**src/rtl/tts_pkg.sv**
```systemverilog
// Shared types and helpers for the truth-table sweeper.
package tts_pkg;

   // Sweeper control states
   typedef enum logic [1:0] {
      IDLE   = 2'd0,
      DRIVE  = 2'd1,
      SAMPLE = 2'd2,
      DONE   = 2'd3
   } tts_state_e;

   // Number of input vectors in an exhaustive sweep of n_in inputs
   function automatic int unsigned tts_vec_count(input int unsigned n_in);
      return 32'd1 << n_in;
   endfunction

endpackage : tts_pkg

```
**src/rtl/tts_hold_timer.sv**
```systemverilog
// Hold timer: counts 0..HOLD_CYCLES-1 and flags the terminal count.
// hold_tc is registered and is already high on the cycle the count sits at
// HOLD_CYCLES-1, so a hold of one cycle works without special casing.
module tts_hold_timer #(
   parameter int unsigned HOLD_CYCLES = 20
) (
   input  logic clk,
   input  logic rst_n,
   input  logic load_i,
   input  logic en_i,
   output logic hold_tc
);

   localparam int unsigned CW = (HOLD_CYCLES > 1) ? $clog2(HOLD_CYCLES) : 1;
   localparam logic [CW-1:0] TC_VAL = CW'(HOLD_CYCLES - 1);

   logic [CW-1:0] cnt_q, cnt_d;
   logic          tc_q, tc_d;

   // Next count: load restarts at zero, enable advances until terminal count
   always_comb begin
      cnt_d = cnt_q;
      tc_d  = tc_q;
      if (load_i) begin
         cnt_d = '0;
         tc_d  = (TC_VAL == '0);
      end else if (en_i && !tc_q) begin
         cnt_d = cnt_q + CW'(1);
         tc_d  = (cnt_d == TC_VAL);
      end
   end

   // Count and terminal-count registers
   always_ff @(posedge clk or negedge rst_n) begin
      if (!rst_n) begin
         cnt_q <= '0;
         tc_q  <= (TC_VAL == '0);
      end else begin
         cnt_q <= cnt_d;
         tc_q  <= tc_d;
      end
   end

   assign hold_tc = tc_q;

endmodule : tts_hold_timer

```
**src/rtl/truth_table_sweeper.sv**
```systemverilog
// Exhaustive truth-table sweeper: drives every input vector onto stim, holds
// it HOLD_CYCLES clocks, samples resp and scores it against a packed golden
// table. All outputs are registered.
// Build option: define TTS_STOP_ON_ERR_EN to stop at the first mismatch with
// stim frozen on the failing vector.
module truth_table_sweeper
   import tts_pkg::*;
#(
   parameter int unsigned N_IN        = 4,
   parameter int unsigned N_OUT       = 2,
   parameter int unsigned HOLD_CYCLES = 20
) (
   input  logic                          clk,
   input  logic                          rst_n,
   input  logic                          start,
   input  logic [(2**N_IN)*N_OUT-1:0]    golden,
   input  logic [N_OUT-1:0]              resp,
   output logic [N_IN-1:0]               stim,
   output logic                          busy,
   output logic                          done,
   output logic                          pass,
   output logic [N_IN:0]                 err_count,
   output logic [N_IN-1:0]               first_err_idx,
   output logic                          err_seen
);

   localparam int unsigned NVEC = tts_vec_count(N_IN);
   localparam int unsigned EW   = N_IN + 1;

   tts_state_e       state_q, state_d;
   logic [N_IN-1:0]  idx_q, idx_d;
   logic [N_IN-1:0]  stim_q, stim_d;
   logic             busy_q, busy_d;
   logic             done_q, done_d;
   logic             pass_q, pass_d;
   logic [EW-1:0]    err_count_q, err_count_d;
   logic [N_IN-1:0]  first_q, first_d;
   logic             err_seen_q, err_seen_d;

   logic             tmr_load_c, tmr_en_c, hold_tc;
   logic             mismatch_c, to_done_c;
   logic [N_OUT-1:0] gold_arr [NVEC];

   // Unpack the golden table into one entry per vector
   for (genvar g = 0; g < NVEC; g++) begin : g_gold
      assign gold_arr[g] = golden[g*N_OUT +: N_OUT];
   end

   assign mismatch_c = (resp != gold_arr[idx_q]);

   tts_hold_timer #(
      .HOLD_CYCLES (HOLD_CYCLES)
   ) u_hold_timer (
      .clk     (clk),
      .rst_n   (rst_n),
      .load_i  (tmr_load_c),
      .en_i    (tmr_en_c),
      .hold_tc (hold_tc)
   );

   // Next-state, index and scoreboard logic
   always_comb begin
      state_d     = state_q;
      idx_d       = idx_q;
      stim_d      = stim_q;
      busy_d      = busy_q;
      done_d      = done_q;
      pass_d      = pass_q;
      err_count_d = err_count_q;
      first_d     = first_q;
      err_seen_d  = err_seen_q;
      tmr_load_c  = 1'b0;
      tmr_en_c    = 1'b0;
      to_done_c   = 1'b0;

      unique case (state_q)
         IDLE, DONE: begin
            if (start) begin
               state_d     = DRIVE;
               idx_d       = '0;
               stim_d      = '0;
               busy_d      = 1'b1;
               done_d      = 1'b0;
               pass_d      = 1'b0;
               err_count_d = '0;
               first_d     = '0;
               err_seen_d  = 1'b0;
               tmr_load_c  = 1'b1;
            end
         end
         DRIVE: begin
            if (hold_tc) begin
               state_d = SAMPLE;
            end else begin
               tmr_en_c = 1'b1;
            end
         end
         SAMPLE: begin
            if (mismatch_c) begin
               err_count_d = err_count_q + EW'(1);
               if (!err_seen_q) begin
                  first_d    = idx_q;
                  err_seen_d = 1'b1;
               end
            end
            to_done_c = (idx_q == '1);
`ifdef TTS_STOP_ON_ERR_EN
            if (mismatch_c) begin
               to_done_c = 1'b1;
            end
`endif
            if (to_done_c) begin
               state_d = DONE;
               busy_d  = 1'b0;
               done_d  = 1'b1;
               pass_d  = (err_count_d == '0);
            end else begin
               state_d    = DRIVE;
               idx_d      = idx_q + N_IN'(1);
               stim_d     = idx_q + N_IN'(1);
               tmr_load_c = 1'b1;
            end
         end
         default: state_d = IDLE;
      endcase
   end

   // State and output registers
   always_ff @(posedge clk or negedge rst_n) begin
      if (!rst_n) begin
         state_q     <= IDLE;
         idx_q       <= '0;
         stim_q      <= '0;
         busy_q      <= 1'b0;
         done_q      <= 1'b0;
         pass_q      <= 1'b0;
         err_count_q <= '0;
         first_q     <= '0;
         err_seen_q  <= 1'b0;
      end else begin
         state_q     <= state_d;
         idx_q       <= idx_d;
         stim_q      <= stim_d;
         busy_q      <= busy_d;
         done_q      <= done_d;
         pass_q      <= pass_d;
         err_count_q <= err_count_d;
         first_q     <= first_d;
         err_seen_q  <= err_seen_d;
      end
   end

   assign stim          = stim_q;
   assign busy          = busy_q;
   assign done          = done_q;
   assign pass          = pass_q;
   assign err_count     = err_count_q;
   assign first_err_idx = first_q;
   assign err_seen      = err_seen_q;

endmodule : truth_table_sweeper

```
**config.mk**
```make
export PLATFORM = sky130hd
export DESIGN_NAME = truth_table_sweeper
export DESIGN_NICKNAME = d
export VERILOG_FILES = /design/src/rtl/tts_pkg.sv /design/src/rtl/tts_hold_timer.sv /design/src/rtl/truth_table_sweeper.sv
export SDC_FILE = /design/constraint.sdc
export NUM_CORES = 1
export LEC_CHECK = 0
export CORE_MARGIN = 5
export CORE_UTILIZATION = 43
export DETAILED_ROUTE_END_ITERATION = 10
export HOLD_SLACK_MARGIN = 0.03
export MAX_ROUTING_LAYER = met4
export PLACE_DENSITY = 0.84
export SYNTH_ARGS = -nofsm -noshare
export SYNTH_HDL_FRONTEND = slang
export SYNTH_SLANG_ARGS = --single-unit
export TNS_END_PERCENT = 5
```
**constraint.sdc**
```tcl
create_clock -name clk -period 2.4 [get_ports clk]
set_input_delay 0.48 -clock clk [delete_from_list [all_inputs] [get_ports clk]]
set_output_delay 0.48 -clock clk [all_outputs]
set_load 0.005 [all_outputs]
```
==> flow_summary.ini <==
[global_route]
grt_max_degree = 26
grt_pass1_vias = 1592
use_met1_pct = 22.7
track_usage_pct = 18.9
met3_usage_pct = 3.24
antenna_found_initial = 0
top_usage_layer = met2
grt_overflow_total = 0
grt_pass1_wl_um = 7910
grt_use_met2_pct = 33.6

[floorplanning]
initial_core_util_pct = 44.4
fp.dieW_um = 74.5
core-area_um2 = 4030
die_area_um2 = 5550
dieHeight_um = 74.5
fp-row-count = 23
ios = 54

[yosys]
synth_cell_types = 40
synth_top_area_share_pct = 34.9
yosysTopAreaCell = dfrtp_1
syn_inst = 185
synth.most_common_cell = dfrtp_1
syn_area_um2 = 1790
synth_commonest_cells = dfrtp_1, nand2_1, nor2_1, o21ai_0
ys.flop_type = dfrtp_1
yosysWarnings = 0
ys_ff_latch = 25
synth_area_leaders = dfrtp_1, mux4_2, mux2i_1
async_reset_ff_share_pct = 100
avgSynthCellArea_um2 = 9.68
synth_edf_count = 0
synth_nets = 229
yosysSeqAreaShare_pct = 34.9

[drt]
ant_nets = 0
wire_per_inst_um = 16.8
drt-total-wl_um = 4990
detail_route.first_pass.iterations = 4
drc = 0
vias = 1697
viasPerCell = 5.73
drt-initial-drc-count = 144

[worst_setup_path]
crit_chain = clkdlybuf4s50_1, mux4_2, mux2i_1, xor2_1, nand3_1, buf_4, buf_2, and3_1, nor3_2, o41ai_2
timing.rr.end = pass
crit_type = in2reg
cp_slowest_cell = mux4_2
worstReg2RegStart = stim[1]
critPathCaptureType = flop
cp_max_fo = 4
startpoint_type = input port
required_ps = 2560
cp_num_buf_inv = 3
critical-path-top-delay-family = buffers and inverters
arrival_ps = 2640
r2r_slack_ps = -70
reg2reg_depth = 7
slowest_delay_ps = 470

[job]
maxCapViolCount = 0

[placement]
gp_congestion = 0.916
dp_slack_ps = -524
dp_hpwl_um = 3620
io_buffer_count = 53

[timing]
slew_viol_final = 0
period_share_pct = 103
rsz0062_at_grt = true
setup_viol = 6
maxSlewHeadroom_pct = 47.1
max_slew.worst_pin.slew_ps = 788
setup_ws_ps = -80.7
timing.hold.ws_ps = 513
finClkSkew_ps = 9.55
timing.setup.tns_ps = -208
maxClockFrequency_ghz = 0.403
period_minus_slack_ps = 2480
hold_violations = 0

[worst_hold_path]
min_path_cells = 2
worstHoldStart = pass
min_to = pass
timing.hold.worst.class = reg2reg

[cells_and_area]
final_util_pct = 63.1
insertedDiodeCount = 0
areaGrowthSynthToFinish_pct = 42.1
post_route_cells_drive_above_1_share_pct = 17.5
fin_nets = 291

[clocking]
clk_latency_ps = 270
clk_pin_slew_worst_paths_ps = 90
cts_root_buf = clkbuf_8
h-tree-depth = 1
cts.sinks = 25
cts_max_path_buffers = 2
tritoncts = built
cts_made_buffers = 3

[outcome]
violations = negative setup slack
outcome = complete, but fails checks

[power]
vdd_drop_max_mv = 0.567
powerDensity_nw_per_um2 = 594
p_total_mw = 1.51
p_leak_nw = 1.12
## worst register-to-register path: stages (launching register included)
cell and delay [ps]:
dfrtp_2 450, mux4_2 570, mux2i_4 210, xnor2_2 110, or3_4 380, a211oi_1 270
a41oi_1 100, o41ai_2 290
## registers in the layout (all words and copies together), names as in the netlist
register,flops
busy,1
done,1
err_count,5
err_seen,1
first_err_idx,4
pass,1
state_q,2
stim,4
u_hold_timer.cnt_q,5
u_hold_timer.hold_tc,1
## what timing repair did
action / 4_1_cts / 5_1_grt
cloned: 1 / 1
hold buffers: 0 / 0
setup buffers: 1 / 2
pin swaps: 5 / 11
endpoints found under the setup margin: 10 / 11
gates resized for setup: 18 / 12
## layout make-up
type	count	area (um^2)
timing repair buffer	69	654
inverter	9	33.8
sequential	25	628
clock buffer	4	45.0
multi-input combinational	139	1120
tap	50	62.6
fill	339	1490
## cells by family (layout without fill, tap and decap cells)
logic type | Yosys count | count (layout) | synth area share, %
xor gates and xnor gates | 9 | 9 | 4.40
and+or+nand+nor | 65 | 66 | 17.8
buffers and inverters | 22 | 82 | 5.52
adders and majority gates | 7 | 7 | 4.89
muxes | 19 | 19 | 16.8
DFF | 25 | 25 | 34.9
AOI/OAI and AO/OA | 38 | 38 | 15.7
## metal layers
layer / share of wire [%] / vias to the layer above
met5: 0 / -
met4: 1.1 / 0
met2: 54 / 48
li1: - / 803
met1: 40 / 838
met3: 4.6 / 8
## worst max-delay path by stage
stage,to,start,depth (start not counted),slack [ps]
final,pass,golden[22],10,-80
after global routing,pass,golden[29],9,-220
after CTS,first_err_idx[0],stim[1],7,-110
after detailed placement,first_err_idx[0],golden[14],8,-520
after global placement,first_err_idx[0],golden[7],8,-420
after floorplan,err_count[0],stim[1],9,-80
## placed cells by master (no fill, tap or decap), drive strengths merged, types with 3 or more instances in the layout
master,count
buf,16
nor2,11
dfrtp,25
and3,3
mux2i,9
a22o,9
nand2b,3
nand2,21
o21ai,12
xnor2,4
inv,9
mux4,8
xor2,5
nand3,8
nor3,7
ha,7
clkdlybuf4s50,37
nand4,5
dlygate4sd2,10
a21oi,3
o22ai,4
clkbuf,4
dlymetal6s2s,6
## metrics by stage
stage          instances  instance area [um^2]
4_1_cts              294                  2490
5_1_grt              296                  2540
3_5_place_dp         288                  2420
3_3_place_gp         288                  2420
6_report             296                  2540
2_1_floorplan        185                  1800
## power breakdown
part	internal (mW)	leakage, nW	switching [mW]	total [mW]
clock network	0.119	0.0228	0.138	0.257
logic	0.315	0.761	0.385	0.700
registers	0.482	0.335	0.0732	0.555
(Power assumes the default switching activity.)
